==> src/rtl/dll_pkg.sv <==
// Shared types and constants for the DLL delay-code manager.
package dll_pkg;

    typedef enum logic [2:0] {
        OFF,
        PWRUP,
        LOCK_WAIT,
        UPDATE,
        SAMPLE,
        DISTRIBUTE,
        TRACK
    } dll_state_t;

    // Cycles SAMPLE waits after the update pulse before latching the DLL code.
    localparam int SAMPLE_DLY = 2;

    function automatic int max_int(input int a, input int b);
        return (a > b) ? a : b;
    endfunction

endpackage

==> src/rtl/dll_lock_filt.sv <==
// Consecutive-cycle qualifier for raw DLL lock: reports gain after LOCK_FILT
// high cycles and loss after LOCK_FILT low cycles, each only while enabled.
module dll_lock_filt #(
    parameter int LOCK_FILT = 16
) (
    input  logic clk,
    input  logic rst,
    input  logic lock_in,
    input  logic gain_en,
    input  logic loss_en,
    output logic gain,
    output logic loss
);

    localparam int CNT_W = $clog2(LOCK_FILT + 1);
    localparam logic [CNT_W-1:0] CNT_LAST = CNT_W'(LOCK_FILT - 1);

    logic [CNT_W-1:0] hi_cnt;
    logic [CNT_W-1:0] lo_cnt;

    function automatic logic [CNT_W-1:0] sat_inc(input logic [CNT_W-1:0] v);
        return (v == '1) ? v : v + CNT_W'(1);
    endfunction

    always_ff @(posedge clk) begin
        if (rst) begin
            hi_cnt <= '0;
            lo_cnt <= '0;
        end else begin
            hi_cnt <= (gain_en && lock_in)  ? sat_inc(hi_cnt) : '0;
            lo_cnt <= (loss_en && !lock_in) ? sat_inc(lo_cnt) : '0;
        end
    end

    // The current cycle completes the run, so the decision is taken without an extra cycle.
    assign gain = gain_en && lock_in  && (hi_cnt >= CNT_LAST);
    assign loss = loss_en && !lock_in && (lo_cnt >= CNT_LAST);

endmodule

==> src/rtl/dll_code_mgr.sv <==
// DLL power/lock sequencing with periodic code refresh and per-lane
// valid/ack distribution of the captured delay code.
module dll_code_mgr
    import dll_pkg::*;
#(
    parameter int CODE_W        = 8,
    parameter int NUM_LANES     = 2,
    parameter int PWRUP_WAIT    = 64,
    parameter int LOCK_FILT     = 16,
    parameter int UPDATE_PERIOD = 1024
) (
    input  logic                          CLK,
    input  logic                          RESET,
    input  logic                          ENABLE,
    input  logic                          DLL_LOCK,
    input  logic                          DLL_DELAY_DIFF,
    input  logic [CODE_W-1:0]             DLL_CODE,
    output logic                          DLL_POWERDOWN_N,
    output logic                          DLL_CODE_UPDATE,
    output logic [NUM_LANES*CODE_W-1:0]   LANE_CODE,
    output logic [NUM_LANES-1:0]          LANE_VALID,
    input  logic [NUM_LANES-1:0]          LANE_ACK,
    output logic                          LOCKED,
    output logic                          LOCK_LOST
);

    localparam int CNT_TOP = max_int(max_int(PWRUP_WAIT, UPDATE_PERIOD), SAMPLE_DLY);
    localparam int CNT_W   = $clog2(CNT_TOP + 1);

    localparam logic [CNT_W-1:0] PWRUP_LAST  = CNT_W'(PWRUP_WAIT - 1);
    localparam logic [CNT_W-1:0] PERIOD_LAST = CNT_W'(UPDATE_PERIOD - 1);
    localparam logic [CNT_W-1:0] SAMPLE_CAP  = CNT_W'(SAMPLE_DLY - 1);
    localparam logic [CNT_W-1:0] SAMPLE_END  = CNT_W'(SAMPLE_DLY);

    dll_state_t state;
    dll_state_t next_state;

    logic [CNT_W-1:0]            cnt;
    logic [CODE_W-1:0]           cap_code;
    logic [NUM_LANES*CODE_W-1:0] lane_code;
    logic [NUM_LANES-1:0]        lane_valid;
    logic [NUM_LANES-1:0]        lane_valid_nxt;
    logic                        distributed;
    logic                        enable_q;
    logic                        lock_lost_q;
    logic                        gain;
    logic                        loss;
    logic                        loss_en;
    logic                        lock_lost_evt;
    logic                        load;
    logic                        drop_valid;

    function automatic logic [CNT_W-1:0] sat_inc(input logic [CNT_W-1:0] v);
        return (v == '1) ? v : v + CNT_W'(1);
    endfunction

    assign loss_en = (state inside {UPDATE, SAMPLE, DISTRIBUTE, TRACK});

    dll_lock_filt #(
        .LOCK_FILT (LOCK_FILT)
    ) u_lock_filt (
        .clk     (CLK),
        .rst     (RESET),
        .lock_in (DLL_LOCK),
        .gain_en (state == LOCK_WAIT),
        .loss_en (loss_en),
        .gain    (gain),
        .loss    (loss)
    );

    always_ff @(posedge CLK) begin
        if (RESET) begin
            state <= OFF;
        end else begin
            state <= next_state;
        end
    end

    // Disable beats lock loss, which beats every forward transition.
    always_comb begin
        next_state = state;
        if (!ENABLE) begin
            next_state = OFF;
        end else if (loss) begin
            next_state = LOCK_WAIT;
        end else begin
            case (state)
                OFF:        next_state = PWRUP;
                PWRUP:      if (cnt == PWRUP_LAST) next_state = LOCK_WAIT;
                LOCK_WAIT:  if (gain) next_state = UPDATE;
                UPDATE:     next_state = SAMPLE;
                SAMPLE: begin
                    if (cnt == SAMPLE_END) begin
                        if (distributed && (cap_code == lane_code[CODE_W-1:0])) begin
                            next_state = TRACK;
                        end else begin
                            next_state = DISTRIBUTE;
                        end
                    end
                end
                DISTRIBUTE: if (lane_valid == '0) next_state = TRACK;
                TRACK:      if (DLL_DELAY_DIFF || (cnt == PERIOD_LAST)) next_state = UPDATE;
                default:    next_state = OFF;
            endcase
        end
    end

    always_comb begin
        DLL_POWERDOWN_N = (state != OFF);
        DLL_CODE_UPDATE = (state == UPDATE);
        LOCKED          = (state == TRACK);
        LOCK_LOST       = lock_lost_q && (state != OFF);
    end

    assign lock_lost_evt = ENABLE && loss;
    assign load          = (state == SAMPLE) && (next_state == DISTRIBUTE);
    assign drop_valid    = (next_state == OFF) || lock_lost_evt;

    // One shared state-time counter, restarted on every state change.
    always_ff @(posedge CLK) begin
        if (RESET) begin
            cnt <= '0;
        end else if (next_state != state) begin
            cnt <= '0;
        end else begin
            cnt <= sat_inc(cnt);
        end
    end

    always_ff @(posedge CLK) begin
        if (RESET) begin
            cap_code <= '0;
        end else if ((state == SAMPLE) && (cnt == SAMPLE_CAP)) begin
            cap_code <= DLL_CODE;
        end
    end

    always_ff @(posedge CLK) begin
        if (RESET || (next_state == OFF)) begin
            lane_code <= '0;
        end else if (load) begin
            lane_code <= {NUM_LANES{cap_code}};
        end
    end

    for (genvar i = 0; i < NUM_LANES; i++) begin : g_lane
        assign lane_valid_nxt[i] = load ? 1'b1 : (lane_valid[i] && !LANE_ACK[i]);
    end

    always_ff @(posedge CLK) begin
        if (RESET || drop_valid) begin
            lane_valid <= '0;
        end else begin
            lane_valid <= lane_valid_nxt;
        end
    end

    // A first distribution after (re)lock is forced even if the code is unchanged.
    always_ff @(posedge CLK) begin
        if (RESET) begin
            distributed <= 1'b0;
        end else if (load) begin
            distributed <= 1'b1;
        end else if ((next_state == LOCK_WAIT) || (next_state == OFF)) begin
            distributed <= 1'b0;
        end
    end

    always_ff @(posedge CLK) begin
        if (RESET) begin
            enable_q    <= 1'b0;
            lock_lost_q <= 1'b0;
        end else begin
            enable_q <= ENABLE;
            if (ENABLE && !enable_q) begin
                lock_lost_q <= 1'b0;
            end else if (lock_lost_evt) begin
                lock_lost_q <= 1'b1;
            end
        end
    end

    assign LANE_CODE  = lane_code;
    assign LANE_VALID = lane_valid;

endmodule

==> config.mk <==
export PLATFORM = sky130hd
export DESIGN_NAME = dll_code_mgr
export DESIGN_NICKNAME = d
export VERILOG_FILES = /design/src/rtl/dll_pkg.sv /design/src/rtl/dll_lock_filt.sv /design/src/rtl/dll_code_mgr.sv
export SDC_FILE = /design/constraint.sdc
export NUM_CORES = 1
export LEC_CHECK = 0
export ABC_AREA = 1
export CORE_MARGIN = 5
export CORE_UTILIZATION = 50
export CTS_CLUSTER_SIZE = 8
export DETAILED_ROUTE_END_ITERATION = 12
export GPL_ROUTABILITY_DRIVEN = 0
export PLACE_DENSITY = 0.73
export SYNTH_ARGS = -nofsm -noshare
export SYNTH_HDL_FRONTEND = slang
export SYNTH_SLANG_ARGS = --single-unit
==> constraint.sdc <==
create_clock -name CLK -period 1.9 [get_ports CLK]
set_input_delay 0.38 -clock CLK [delete_from_list [all_inputs] [get_ports CLK]]
set_output_delay 0.38 -clock CLK [all_outputs]
set_load 0.02 [all_outputs]
* Yosys cells after proc, flatten, opt, wreduce, memory -nomap -nowiden *
Cells that the tools add are included.

storage, ports and cells
  register bits = 53
  bits of input ports = 15
  output and inout port bits = 22

cells by class
  add/sub/neg operators = 3
  magnitude comparators = 2
  equality and inequality tests = 17
  muxes and demuxes = 13
  bitwise logic cells = 2
  reductions and logical operators = 31

operators with widths
  operator                 count
  $mux W3                  7
  $pmux W3 S7              1
  $eq A3 B3 Y1 const B     4
  $logic_and A1 B1 Y1      12
  $add A11 B1 Y11 const B  1
  $eq A11 B1 Y1 const B    1
  $eq A11 B10 Y1 const B   1
  $eq A11 B11 Y1 const B   1
  $eq A11 B2 Y1 const B    1
  $eq A11 B6 Y1 const B    1
  $add A5 B1 Y5 const B    2
  $eq A5 B5 Y1 const B     2
  $ge A5 B4 Y1 const B     2
  $eq A3 B2 Y1 const B     3
  $eq A8 B8 Y1             1
  $reduce_or A2 Y1         4
  $logic_not A3 Y1         2
  $logic_or A1 B1 Y1       5
  $logic_not A1 Y1         4
  $mux W1                  4
  $reduce_bool A4 Y1       1
  $eq A3 B1 Y1 const B     1
  $ne A3 B3 Y1             1
  $reduce_bool A3 Y1       1
  other kinds (4)          5

* Longest topological paths before layout *
Gate-level depths: netlist of the first run.

  depth in word-level cells = 11
  depth in mapped cells = 16
  mapped depth without buffers = 15

* Modules after synthesis *
Synthesis of the first run repeated with hierarchy kept, for this count alone.

second synthesis, totals
  cells, all modules = 385
  area total of the unflattened synthesis = 2,655.0 µm²

by module, submodules not included
  module         instances  cells each  area an instance (µm²)
  dll_code_mgr   1          307         2,090.8
  dll_lock_filt  1          78          564.3

* Least setup slack after synthesis of the first run *
OpenSTA, ideal clock, no wires.

  kind = register to register
  start point = register u_lock_filt.hi_cnt[0]
  end point = register cnt[5]
  library setup time = 0.119 ns
  data arrival time = 1.937 ns
  slack = -0.157 ns
  stages on the path, launching flop included = 17
  clock period less this slack = 2.057 ns
  cell sequence = dfxtp_1 ha_1 inv_1 nor2_1 ha_1 or2_2 nor2_1 nor2_1 nor2_1 nand2_1 nor2_2 nand2_4 nand2_2 nand2_1 nand2_1 buf_4 nor3_2

between the ends
  word-level cells in the longest chain between the ends = 8

ends and longest elaborated chain
  item                               RTL line             source
  start: declaration                 dll_lock_filt.sv:18  logic [CNT_W-1:0] hi_cnt;
  start signal: assignment           dll_lock_filt.sv:30  hi_cnt <= (gain_en && lock_in) ? sat_inc(hi_cnt) : '0;
  $ge A5 B4 Y1                       dll_lock_filt.sv:36  assign gain = gain_en && lock_in && (hi_cnt >= CNT_LAST);
  $logic_and A1 B1 Y1                dll_lock_filt.sv:36
  $mux W3                            dll_code_mgr.sv:90   LOCK_WAIT: if (gain) next_state = UPDATE;
  $pmux W3 S7                        dll_code_mgr.sv:87   case (state)
  $mux W3                            dll_code_mgr.sv:84   end else if (loss) begin
  $mux W3                            dll_code_mgr.sv:82   if (!ENABLE) begin
  $ne A3 B3 Y1                       dll_code_mgr.sv:123  end else if (next_state != state) begin
  $reduce_or A2 Y1 (no source line)  n/a
  end signal: assignment             dll_code_mgr.sv:126  cnt <= sat_inc(cnt);
  end: declaration                   dll_code_mgr.sv:38   logic [CNT_W-1:0] cnt;

Every way passes these cells.
A chain may end at the register's enable or synchronous reset.

* Final worst setup path of the first run *
  start point = register u_lock_filt.hi_cnt[0]
  end point = register cnt[6]

The elaborated chain is that of the path after synthesis.

==> reports/metrics.cfg, run 1 <==
[logic_synthesis]
synth_fp_nets=438
mappedNetlistArea_mm2=0.002811
synth_cells=414
yosysSeqAreaShare_pct=32.04
syn_area_per_cell_um2=6.791
ys_ff_latch=45
synth_cell_types=32
ys_warn_count=0

[cts]
htreeDepth=2
cts_root_buf=clkbuf_8
cts_buffer_depth=2
cts_buffers=5
cts_tree=done
clk_pin_slew_ns=0.09
cts_sinks=45
clk_latency_ns=0.31

[critical_path]
cpPeakStageDelay_ns=0.36
path_delay_family=simple AND/OR/NAND/NOR gates
regToRegSetupSlack_ns=-0.11
worstPathRequired_ns=2.10
r2r-start=u_lock_filt.hi_cnt[0]
rr_worst_depth=16
critPathSlowestCell=dfxtp_4
rr_endpoint=cnt[6]
crit_path_end_kind=flop
critPathKind=flop to flop
start_kind=flop
crit_chain=ha_4, inv_2, nor2_4, ha_4, or2_4, nor2_2, nor2_1, nor2_1, nand2_1, nor2_2, nand2_4, nand2_4, nand2_4, nand2_4, clkbuf_16, nor3_2
cp_common_cell=nand2_4
path_buf_inv=2
cp.arrival_ns=2.21
worstPathMaxFanout=5

[cells_and_area]
utilization_pct=68.29
fillCellCount=471
fin_nets=503
final_common_cell=nand2_1
final_area_mm2=0.003737
n_antenna_cell=0
mostFrequentLayoutCells=nand2_1, inv_1, nor2_1
drive_above_1_share_pct=21.67
syn_to_final_growth_pct=32.93

[pwr]
ir_worst_vdd_mv=0.3599
p_leak_uw=0.001702
p_per_area_mw_per_mm2=509.4

[placed_design]
place_area_mm2=0.003438
place_ws_ns=-0.1189
hpwlAfterDp_um=4859
io_buffer_count=36

[die]
die_w_um=84.99
fp.dieH_um=84.99
die_area_mm2=0.007222
pin_count=37
rows=27
start_util_pct=51.37
coreArea_mm2=0.005473

[hold_path]
hp-start=lock_lost_q
min_path_type=flop to flop
holdPathStages=2
min_to=lock_lost_q

[global_route]
grt_antenna_before_repair=0
grt_overflow=0
grt_pass1_wl_um=11030
grt_pass1_vias=2467
grt_max_degree=16
grt_util_all_layers_pct=18.57

[sta]
layout_min_cycle_time_ns=2.009
worst_slew_pin_slew_ns=0.4848
skew_ns=0.01177
fmax_mhz=497.7
setup_viol=15
drv_slew=0
max_slew_margin_pct=67.50
tns_ns=-1.159
rsz0062_at_grt=true
min_period_over_period_pct=105.8
hold_viol=0
holdWs_ns=0.4618
worst_slack_ns=-0.1093

[drt]
vias=2740
drtIter0Drc=151
dr.pass1.iters=4
drcViolationCount=0
ant_nets=0
finalWirelength_um=6737
wl_per_cell_um=12.20
via_per_inst=4.964

[outcome]
violations=negative setup slack
outcome=finished, violations left

[run]
maxCapViolCount=0

## worst max-delay path by stage
stage,from,to,slack (ns),cells past startpoint
2_1_floorplan,u_lock_filt.hi_cnt[0],cnt[0],-0.06,16
3_3_place_gp,u_lock_filt.hi_cnt[0],cnt[8],-0.09,16
3_5_place_dp,u_lock_filt.hi_cnt[0],cnt[8],-0.12,15
4_1_cts,u_lock_filt.hi_cnt[0],cnt[10],-0.11,15
5_1_grt,u_lock_filt.hi_cnt[0],cnt[0],-0.23,15
6_report,u_lock_filt.hi_cnt[0],cnt[6],-0.11,16
## sequential cells by signal (all words and copies together) (netlist names)
register            flops
LANE_VALID              2
state                   3
LANE_CODE               8
cap_code                8
enable_q                1
u_lock_filt.lo_cnt      5
cnt                    11
lock_lost_q             1
u_lock_filt.hi_cnt      5
distributed             1
## layout make-up
class,count,area (µm²),area share [%]
Multi-Input combinational cell,284,1687,45.13
Sequential cell,45,908.4,24.31
Timing Repair Buffer,70,664.4,17.78
Inverter,73,274.0,7.332
Tap cell,72,90.09,2.410
Clock buffer,5,68.82,1.841
Clock inverter,3,45.04,1.205
## synth_stat cells
cell,number,area (µm²)
clkbuf_1,1,3.750
buf_2,1,5.000
xor2_1,12,105.1
nand2_4,2,22.52
o41ai_1,1,8.760
nor2_1,63,236.5
a21boi_1,1,7.510
a31oi_1,1,6.260
ha_1,9,112.6
o21a_1,1,7.510
or3_1,1,6.260
nor2_2,4,25.02
inv_2,8,30.03
o21ai_1,5,25.02
a21oi_1,14,70.07
nand2_1,87,326.6
nand3_1,24,120.1
nand3_4,3,52.55
or2_2,2,12.51
nor4_1,8,50.05
nand4_2,1,12.51
nor3_1,9,45.04
nand3b_4,1,20.02
nand3_2,4,40.04
buf_4,9,67.56
buf_6,2,22.52
dfxtp_1,45,900.9
o21ai_0,6,30.03
nand4_1,9,56.30
nor3_2,12,120.1
nand2_2,3,18.77
inv_1,65,244.0
## worst register-to-register path, delay by kind of cell (launching register included)
kind                     cells  cell delay, ns
AND/OR/NAND/NOR             12            1.03
buffers and inverters        2            0.21
flip-flops                   1            0.36
adder cells (fa/ha/maj)      2            0.30
## metrics by stage
| step | instances | power, µW |
|---|---|---|
| floorplan | 414 | 1052 |
| global placement | 539 | 1130 |
| detailed placement | 539 | 1132 |
| CTS | 548 | 1887 |
| global route | 552 | 1975 |
| finish | 552 | 1904 |
## timing repair
action	CTS	global route
buffers inserted	0	3
pin swaps	2	12
cloned	1	1
gates resized for setup	14	20
endpoints found under the setup margin	24	23
hold buffers	0	0
## power by group
part / internal [µW] / total, µW / switching [µW]
logic: 97.1 / 196 / 98.7
clock network: 395 / 757 / 362
registers: 947 / 951 / 4.30
total: 1440 / 1900 / 465
## cell families (layout without fill, tap and decap cells)
logic type / after synthesis / count (layout) / share of synthesized area (%)
adders and majority gates: 9 / 9 / 4.005
AOI/OAI and AO/OA: 29 / 29 / 5.519
and+or+nand+nor: 233 / 234 / 41.43
DFF: 45 / 45 / 32.04
buffers and inverters: 86 / 151 / 13.26
xor gates and xnor gates: 12 / 12 / 3.738
## per-layer routing
layer | wire length [µm] | global-route usage [%]
met1 | 3189 | 25.06
met2 | 3192 | 30.37
met3 | 267 | 3.786
met4 | 88 | 4.460
met5 | 0 | 0
Power figures use the tool's default switching activity.
==> run 2, diff against run 1 <==
- CORE_UTILIZATION: 50 -> 25
- PLACE_DENSITY: 0.73 -> 0.41
- SKIP_LAST_GASP: not set -> 1
==> reports/metrics.cfg, run 2 (synthesized netlist as in run 1, its figures left out) <==
[sta]
min_period_over_period_pct=101.9  ; -3.8 points
worst_slack_ns=-0.03626  ; +0.07307 ns
fmax_mhz=516.5  ; +3.8%
layout_min_cycle_time_ns=1.936  ; -0.07307 ns
holdWs_ns=0.4709  ; +0.009093 ns
rsz0062_at_grt=true
max_slew_margin_pct=59.52  ; -8.0 points
tns_ns=-0.3081  ; +0.8512 ns
skew_ns=0.005982  ; -0.005790 ns
drv_slew=0  ; unchanged
worst_slew_pin_slew_ns=0.6049  ; +0.1201 ns
hold_viol=0  ; unchanged
setup_viol=11  ; -4

[cts]
ctsHoldBuffers=0  ; unchanged
clk_pin_slew_ns=0.07  ; -0.02 ns
cts_buffer_depth=2  ; unchanged
clk_latency_ns=0.29  ; -0.02 ns
htreeDepth=2  ; unchanged
cts_tree=done
cts_buffers=5  ; unchanged
cts_root_buf=clkbuf_16
cts_sinks=45  ; unchanged

[critical_path]
path_delay_family=simple AND/OR/NAND/NOR gates
crit_path_end_kind=flop
worstPathRequired_ns=2.08  ; -0.02 ns
worstPathMaxFanout=5  ; unchanged
r2r-start=u_lock_filt.hi_cnt[0]
critPathKind=flop to flop
regToRegSetupSlack_ns=-0.04  ; +0.07 ns
crit_start=u_lock_filt.hi_cnt[0]
cpPeakStageDelay_ns=0.35  ; about the same
rr_endpoint=cnt[6]
path_buf_inv=2  ; unchanged
start_kind=flop
rr_worst_depth=16  ; unchanged
cp.arrival_ns=2.12  ; -0.09 ns
crit_chain=ha_4, inv_2, nor2_4, ha_4, or2_4, nor2_2, nor2_1, nor2_1, nand2_1, nor2_2, nand2_4, nand2_2, nand2_2, nand2_4, clkbuf_16, nor3_2
critPathSlowestCell=dfxtp_4

[die]
pin_count=37  ; unchanged
die_w_um=116.0  ; +37%
start_util_pct=25.71  ; -26 points
coreArea_mm2=0.01094  ; +100%
rows=38  ; +41%
die_area_mm2=0.01347  ; +86%
fp.dieH_um=116.0  ; +37%

[placed_design]
io_buffer_count=36  ; unchanged
dpl.cell_count=615  ; +14%
hpwlAfterDp_um=5635  ; +16%

[global_route]
grt_antenna_before_repair=0  ; unchanged
grt_util_all_layers_pct=11.22  ; -7.4 points
grt_max_degree=15  ; -1
grt_pass1_wl_um=12120  ; +9.9%
grt_pass1_vias=2562  ; +3.9%
grt_overflow=0  ; unchanged

[drt]
drcViolationCount=0  ; unchanged
finalWirelength_um=7262  ; +7.8%
vias=2646  ; -3.4%
via_per_inst=4.220  ; -15%
drtIter0Drc=88  ; -42%
dr.pass1.iters=4  ; unchanged
ant_nets=0  ; unchanged
wl_per_cell_um=11.58  ; -5.1%

[cells_and_area]
largest_register_ffs=11  ; unchanged
syn_to_final_growth_pct=39.74
final_common_cell=nand2_1
utilization_pct=35.93  ; -32 points
top_register=cnt
n_antenna_cell=0  ; unchanged
fillCellCount=1205  ; +160%
fin_nets=510  ; +1.4%
drive_above_1_share_pct=24.44  ; +2.8 points
fin_cells=627  ; +14%
mostFrequentLayoutCells=nand2_1, inv_1, nor2_1

[pwr]
power.internal_uw=1530  ; +6.3%
p_per_area_mw_per_mm2=516.1  ; +1.3%
power.switching_uw=497.3  ; +7.0%
power_frac_comb_pct=9.7  ; -0.6 points
p_clk_share_pct=43.4  ; +3.7 points
p_leak_uw=0.001752  ; +3.0%
sw_frac_of_total_pct=24.53  ; +0.13 points
pwr-share-seq_pct=46.9  ; -3.1 points
ir_worst_vdd_mv=0.3669  ; +1.9%

[outcome]
outcome=finished, violations left
violations=negative setup slack

[run]
maxCapViolCount=0  ; unchanged

[hold_path]
min_to=lock_lost_q
hp-start=lock_lost_q
holdPathStages=2  ; unchanged
min_path_type=flop to flop

[run 2: cell count changes in the layout (fill, tap and decap cells not counted), sizes merged]
cell      previous run  this run
bufinv               1         0
inv                 74        73
nand3b               2         1
clkinvlp             0         1
clkinv               1         2
clkbuf               6         7
buf                 33        40
[run 2: repair_timing]
| item | CTS | global route |
|---|---|---|
| gates cloned | 0 | 2 |
| pin swaps | 0 | 28 |
| resized for setup | 9 | 31 |
| setup buffers | 0 | 2 |
| endpoints found under the setup margin | 24 | 22 |
[run 2: worst max-delay path by stage]
stage,to,slack (ns),depth (start not counted)
finish,cnt[6],-0.04,16
detailed placement,cnt[7],-0.1,13
global route,cnt[7],-0.17,13
floorplan,cnt[0],-0.06,16
CTS,cnt[0],-0.1,15
global placement,cnt[8],-0.07,16
[run 2: stage by stage]
stage / total power, µW / setup WS [ns] / instance area, µm²
final: 2027 / -0.03626 / 3929
after CTS: 2034 / -0.09551 / 3735
after detailed placement: 1139 / -0.09527 / 3583
after floorplan: 1052 / -0.05530 / 2840
after global routing: 2110 / -0.1652 / 3929
after global placement: 1140 / -0.07325 / 3583
[run 2: metal layers]
metal,vias to the layer above,global-route usage (%),routed length [µm]
met4,0,2.398,61
met1,1165,15.85,3778
met3,4,2.089,280
li1,1439,-,-
met2,38,17.84,3142
met5,-,0,0
[run 2: power by group through the flow]
stage / Sequential (µW) / Combinational (µW) / Clock [µW]
final: 951 / 197 / 880
after global routing: 951 / 216 / 943
after CTS: 951 / 168 / 915
after detailed placement: 973 / 166 / 0
after global placement: 973 / 168 / 0
after floorplan: 975 / 76.7 / 0
[run 2: worst min-delay path: stages, from the launching register on]
cell     delay (ns)
dfxtp_1        0.30
inv_1          0.06
a21oi_1        0.06
[run 2: area by class of cell]
| class | instances | area, µm² | share of cell area, % |
|---|---|---|---|
| tap | 140 | 175.2 | 4.459 |
| timing repair buffer | 78 | 738.2 | 18.79 |
| inverter | 73 | 274.0 | 6.975 |
| sequential | 45 | 910.9 | 23.18 |
| clock buffer | 5 | 125.1 | 3.185 |
| multi-input combinational | 283 | 1688 | 42.96 |
| clock inverter | 3 | 17.52 | 0.4459 |
